File: src/rtl/controlador_juego.sv
// Game sequencer: moves the obstacle once per frame and tracks lives and score.
// It runs the IDLE/PLAY/CRASH/OVER flow. Define SPEEDUP_EN to make the obstacle speed grow with the score.
module controlador_juego #(
   parameter int OBST_STEP    = 4,
   parameter int OBST_Y_START = 0,
   parameter int OBST_Y_END   = 479,
   parameter int LANE_L       = 160,
   parameter int LANE_R       = 480,
   parameter int LIVES        = 3,
   parameter int CRASH_FRAMES = 60,
   parameter int SCORE_W      = 10
) (
   input  logic               iClk,
   input  logic               iRst_n,
   input  logic               iFrameTick,
   input  logic               iStart,
   input  logic               iStop,
   output logic [9:0]         oPosicionXT,
   output logic [8:0]         oPosicionYT,
   output logic               oPlaying,
   output logic               oCrash,
   output logic               oGameOver,
   output logic [1:0]         oLives,
   output logic [SCORE_W-1:0] oScore
);

   localparam int CNT_W = (CRASH_FRAMES > 1) ? $clog2(CRASH_FRAMES) : 1;

   typedef enum logic [1:0] {IDLE, PLAY, CRASH, OVER} estadoT;

   estadoT             estado, estadoNext;
   logic [9:0]         posXNext;
   logic [8:0]         posYNext;
   logic [1:0]         livesNext;
   logic [SCORE_W-1:0] scoreNext;
   logic [CNT_W-1:0]   crashCnt, crashCntNext;
   logic               startQ;
   logic               startEvent;
   logic [9:0]         step;
   logic [9:0]         ySum;

`ifdef SPEEDUP_EN
   logic [SCORE_W-1:0] bonus;

   // One extra pixel per frame for every 8 points, capped at double speed.
   always_comb begin
      bonus = oScore >> 3;
      if (bonus > SCORE_W'(OBST_STEP))
         step = 10'(2 * OBST_STEP);
      else
         step = 10'(OBST_STEP) + 10'(bonus);
   end
`else
   assign step = 10'(OBST_STEP);
`endif

   // The sum is one bit wider than Y so that the wrap compare cannot overflow.
   assign ySum       = {1'b0, oPosicionYT} + step;
   assign startEvent = iStart & ~startQ;

   always_comb begin
      estadoNext   = estado;
      posXNext     = oPosicionXT;
      posYNext     = oPosicionYT;
      livesNext    = oLives;
      scoreNext    = oScore;
      crashCntNext = crashCnt;

      case (estado)
         IDLE, OVER: begin
            if (startEvent) begin
               estadoNext   = PLAY;
               posXNext     = 10'(LANE_L);
               posYNext     = 9'(OBST_Y_START);
               livesNext    = 2'(LIVES);
               scoreNext    = '0;
               crashCntNext = '0;
            end
         end
         PLAY: begin
            // A collision wins over a wrap, so a colliding tick never scores.
            if (iFrameTick) begin
               if (iStop) begin
                  estadoNext   = CRASH;
                  livesNext    = oLives - 2'd1;
                  crashCntNext = '0;
               end else if (ySum > 10'(OBST_Y_END)) begin
                  posYNext = 9'(OBST_Y_START);
                  posXNext = (oPosicionXT == 10'(LANE_L)) ? 10'(LANE_R) : 10'(LANE_L);
                  if (oScore != '1)
                     scoreNext = oScore + 1'b1;
               end else begin
                  posYNext = ySum[8:0];
               end
            end
         end
         CRASH: begin
            if (iFrameTick) begin
               if (crashCnt == CNT_W'(CRASH_FRAMES - 1)) begin
                  crashCntNext = '0;
                  if (oLives == 2'd0) begin
                     estadoNext = OVER;
                  end else begin
                     estadoNext = PLAY;
                     posYNext   = 9'(OBST_Y_START);
                  end
               end else begin
                  crashCntNext = crashCnt + 1'b1;
               end
            end
         end
         default: estadoNext = IDLE;
      endcase
   end

   // Status flags are decoded from the next state so that they line up with the state register.
   always_ff @(posedge iClk) begin
      if (!iRst_n) begin
         estado      <= IDLE;
         oPosicionXT <= 10'(LANE_L);
         oPosicionYT <= 9'(OBST_Y_START);
         oLives      <= 2'(LIVES);
         oScore      <= '0;
         crashCnt    <= '0;
         startQ      <= 1'b0;
         oPlaying    <= 1'b0;
         oCrash      <= 1'b0;
         oGameOver   <= 1'b0;
      end else begin
         estado      <= estadoNext;
         oPosicionXT <= posXNext;
         oPosicionYT <= posYNext;
         oLives      <= livesNext;
         oScore      <= scoreNext;
         crashCnt    <= crashCntNext;
         startQ      <= iStart;
         oPlaying    <= (estadoNext == PLAY);
         oCrash      <= (estadoNext == CRASH);
         oGameOver   <= (estadoNext == OVER);
      end
   end

endmodule

File: config.mk
export PLATFORM = sky130hd
export DESIGN_NAME = controlador_juego
export DESIGN_NICKNAME = d
export VERILOG_FILES = /design/src/rtl/controlador_juego.sv
export SDC_FILE = /design/constraint.sdc
export NUM_CORES = 1
export LEC_CHECK = 0
export ABC_CLOCK_PERIOD_IN_PS = 2300
export CORE_ASPECT_RATIO = 1.2
export CORE_UTILIZATION = 46
export CTS_BUF_LIST = sky130_fd_sc_hd__clkbuf_16
export CTS_CLUSTER_SIZE = 20
export DETAILED_ROUTE_END_ITERATION = 8
export GPL_ROUTABILITY_DRIVEN = 0
export GPL_TIMING_DRIVEN = 0
export PLACE_DENSITY = 0.8
export SKIP_CTS_REPAIR_TIMING = 1
export SYNTH_ARGS = -nofsm -noshare
export SYNTH_HDL_FRONTEND = slang
export SYNTH_SLANG_ARGS = --single-unit
File: constraint.sdc
create_clock -name iClk -period 2.3 [get_ports iClk]
set_clock_uncertainty 0.2 [all_clocks]
set_input_delay 0.46 -clock iClk [delete_from_list [all_inputs] [get_ports iClk]]
set_output_delay 0.46 -clock iClk [all_outputs]
set_load 0.02 [all_outputs]
==> metrics.md <==
| Metric | Value |
|---|---|
| Yosys warning total | 0 |
| Hold/Removal Path Class | register to register |
| Floorplan core area | 3941 sq um |
| Highest clock frequency the design can meet | 446.2 MHz |
| CTS tree | done |
| Hold Vio Cnt, Final | 0 |
| Effective utilization at floorplan | 48.41% |
| Number of enable flip-flop cells after synthesis | 0 |
| Crit path capture type | register |
| Instance count of the mapped netlist | 220 |
| Final Setup Violations | 0 |
| Top Ports | 39 |
| Synth unique cells | 54 |
| Cell internal power dissipation | 1.467 mW |
| Power per cell area | 902.4 nW/um^2 |
| Top cell types by occurrence after synthesis | sky130_fd_sc_hd__dfxtp_1 (32), sky130_fd_sc_hd__nand2_1 (21), sky130_fd_sc_hd__nor2_1 (17), sky130_fd_sc_hd__a21oi_1 (11), sky130_fd_sc_hd__buf_4 (11) |
| Worst Path Buf+Inv | 2 |
| TritonCTS buffer count | 5 |
| Post-layout power | 2.333 mW |
| Clock Pin Slew Worst Setup and Hold Paths | 0.06 ns |
| Average instance area after synthesis | 8.673 sq um |
| Ratio of cells with drive above 1 in the final layout | 22.59% |
| Area share of the largest cell type after synthesis | 33.57% |
| Reg-to-reg slack, setup | 0.10 ns |
| Total net switching power | 0.8654 mW |
| Sequential power share | 29.9% |
| Final Routed Wirelength | 4.375 mm |
| Share of total power in combinational logic | 43.3% |
| Global-route wire length before repair | 6.893 mm |
| Top cells by area, synth | sky130_fd_sc_hd__dfxtp_1 (34%), sky130_fd_sc_hd__ha_1 (4.6%), sky130_fd_sc_hd__buf_4 (4.3%) |
| Maximum fanout along the worst path | 6 |
| Result of the run | complete, no violations |
| Number of I/O port buffers | 28 |
| Final max-slew violation count | 0 |
| Synthesis-stage register bit count | 32 |
| Row count | 25 |
| Number of antenna violations at the first check in global routing | 0 |
| Number of global-route vias before repair | 1,595 |
| Number of design rule violations left after detail routing | 0 |
| Wirelength per Cell | 13.50 um |
| Portion of the clock cycle consumed by the worst path in the final layout | 97.44% |
| Number of H-tree levels | 2 |
| Height of the chip | 72.55 um |
| Dominant cell type by area after synthesis | sky130_fd_sc_hd__dfxtp_1 |
| Post-synthesis instance area | 1908 sq um |
| CP max stage delay | 0.52 ns |
| Diode count | 0 |
| Ratio of routed vias to standard cells | 5.457 |
| WP data arrival | 2.25 ns |
| Sort of element at the start of the critical path | input port |
| Class of the most critical setup path | input port to register |
| CP top delay family | simple AND/OR/NAND/NOR gates |
| CP cell instances | clkdlybuf4s50_1, nand2b_4, a22oi_4, buf_4, nand2_2, or4_1, a21oi_1 |
| Critical path required time | 2.31 ns |
| Cell at the root of the clock tree | sky130_fd_sc_hd__clkbuf_16 |
| Commonest register cell after synthesis | sky130_fd_sc_hd__dfxtp_1 |
| Nets | 281 |
| Post-route design area | 2585 sq um |
| Aggregate global-route resource usage | 20.65% |
| Async set or reset register ratio after synthesis | 0% |
| Max-capacitance violation count | 0 |
| Cell type of the slowest stage on the worst timing path | sky130_fd_sc_hd__clkdlybuf4s50_1 |
| Sequential share of the synthesized area | 33.57% |
| Detailed Routing Iterations Pass 1 | 4 |
| DP HPWL | 2.967 mm |
| Number of nets still failing antenna checks after routing | 0 |
| Count of routing violations after the opening detailed-route iteration | 114 |
| RSZ-0062 raised after global routing | yes |
| Most common cell in the netlist | sky130_fd_sc_hd__dfxtp_1 |
| Maximum clock path buffer count | 2 |
| Total placed instance area | 2287 sq um |
| Die width | 60.80 um |
| Via total after detailed routing | 1,768 |
| Switching part of the total power | 37.10% |
| Sum of overflow across all layers after global routing | 0 |
| Largest net degree at the start of global routing | 11 |
| Final Critical Period | 2.241 ns |
| Area overhead of the layout relative to synthesis | 35.48% |
| P_leak | 0.9920 nW |
| Full die area | 4411 sq um |
| Clock Power Share | 26.8% |
| Peak VDD IR | 0.5975 mV |
| Latest clock arrival within the worst-skew pair | 0.28 ns |
| CTS sink cnt | 32 |
placed cells by master (no fill, tap or decap), types with 2 or more instances in the layout:
master,n
sky130_fd_sc_hd__nor3_1,3
sky130_fd_sc_hd__nand2_2,2
sky130_fd_sc_hd__nand3b_1,2
sky130_fd_sc_hd__nand3_1,3
sky130_fd_sc_hd__conb_1,10
sky130_fd_sc_hd__ha_4,3
sky130_fd_sc_hd__xnor2_1,3
sky130_fd_sc_hd__inv_1,10
sky130_fd_sc_hd__and3_1,5
sky130_fd_sc_hd__buf_4,19
sky130_fd_sc_hd__ha_1,4
sky130_fd_sc_hd__o31ai_1,5
sky130_fd_sc_hd__or3_1,2
sky130_fd_sc_hd__and2_1,2
sky130_fd_sc_hd__or2_2,2
sky130_fd_sc_hd__nor4b_2,2
sky130_fd_sc_hd__clkdlybuf4s50_1,27
sky130_fd_sc_hd__or4_1,5
sky130_fd_sc_hd__xor2_1,7
sky130_fd_sc_hd__clkbuf_16,5
sky130_fd_sc_hd__o221a_1,6
sky130_fd_sc_hd__nand2b_1,4
sky130_fd_sc_hd__dfxtp_2,7
sky130_fd_sc_hd__clkinv_2,2
sky130_fd_sc_hd__dfxtp_1,24
sky130_fd_sc_hd__nor4_1,3
sky130_fd_sc_hd__nor2_1,17
sky130_fd_sc_hd__a21oi_1,11
sky130_fd_sc_hd__nor4b_1,2
sky130_fd_sc_hd__nand4_1,7
sky130_fd_sc_hd__mux2i_1,2
sky130_fd_sc_hd__nand3_2,3
sky130_fd_sc_hd__nand2_1,19
sky130_fd_sc_hd__buf_2,3
sky130_fd_sc_hd__o21ai_0,7
power groups by stage:
stage	clock network (mW)	logic, mW	registers (mW)
after global routing	0.663	1.11	0.707
after floorplan	0	0.582	0.719
final	0.625	1.01	0.698
after CTS	0.631	0.854	0.670
after detailed placement	0	0.847	0.680
after global placement	0	0.830	0.677
cell families after synthesis:
logic type                 synth area share [%]
and+or+nand+nor                           26.88
AOI/OAI and AO/OA                         20.59
DFF                                       33.57
buffers and inverters                     8.328
xor gates and xnor gates                  4.590
adders and majority gates                 4.590
other                                    0.3936
muxes                                     1.049
worst reg2reg max path: cells and delay by family (launching register included):
| kind | cells | cell delay, ns |
|---|---|---|
| compound gates | 2 | 0.59 |
| fa+ha+maj | 1 | 0.12 |
| flops | 1 | 0.36 |
| simple gates | 3 | 0.86 |
metal layers:
| metal | up-vias | global-route usage [%] | routed length (um) |
|---|---|---|---|
| li1 | 894 | - | - |
| met1 | 812 | 25.25 | 1905 |
| met2 | 56 | 33.33 | 2177 |
| met3 | 6 | 2.852 | 205 |
| met4 | 0 | 13.13 | 87 |
| met5 | - | 0 | 0 |
per-stage QoR:
stage / setup slack [ns] / util [%] / TNS, ns / instances / hold slack, ns
2_1_floorplan: 0.003617 / - / 0 / 228 / 0.2787
3_3_place_gp: -0.4658 / 58.03 / -7.053 / 310 / 0.2854
3_5_place_dp: -0.4865 / 58.03 / -7.703 / 310 / 0.2880
4_1_cts: -0.2627 / 61.56 / -3.146 / 318 / 0.2978
5_1_grt: -0.02181 / 65.59 / -0.03769 / 324 / 0.3326
6_report: 0.05895 / 65.59 / 0 / 324 / 0.3101
cell type report:
class	instances	area [sq um]
inverter	11	41.29
buffer	18	125.1
clock buffer	5	125.1
multi-input combinational	166	1224
timing repair buffer	35	335.3
sequential	32	653.1
tap	54	67.56
clock inverter	3	13.76
fill	345	1356
flip-flops by register name, summed over array words and instances (netlist names):
signal       cells
oScore          10
oPosicionYT      7
crashCnt         6
estado           2
oLives           2
oCrash           1
oGameOver        1
oPlaying         1
oPosicionXT      1
startQ           1
worst paths after layout:
check | start | to | depth (start not counted)
worst max-delay path | iStart | oPosicionYT[7] | 7
worst max register to register | crashCnt[0] | oPosicionYT[7] | 6
worst min register to register | oScore[1] | oScore[1] | 2
worst min-delay path | oScore[1] | oScore[1] | 2
Note: power is estimated with default switching activity, not from simulation.
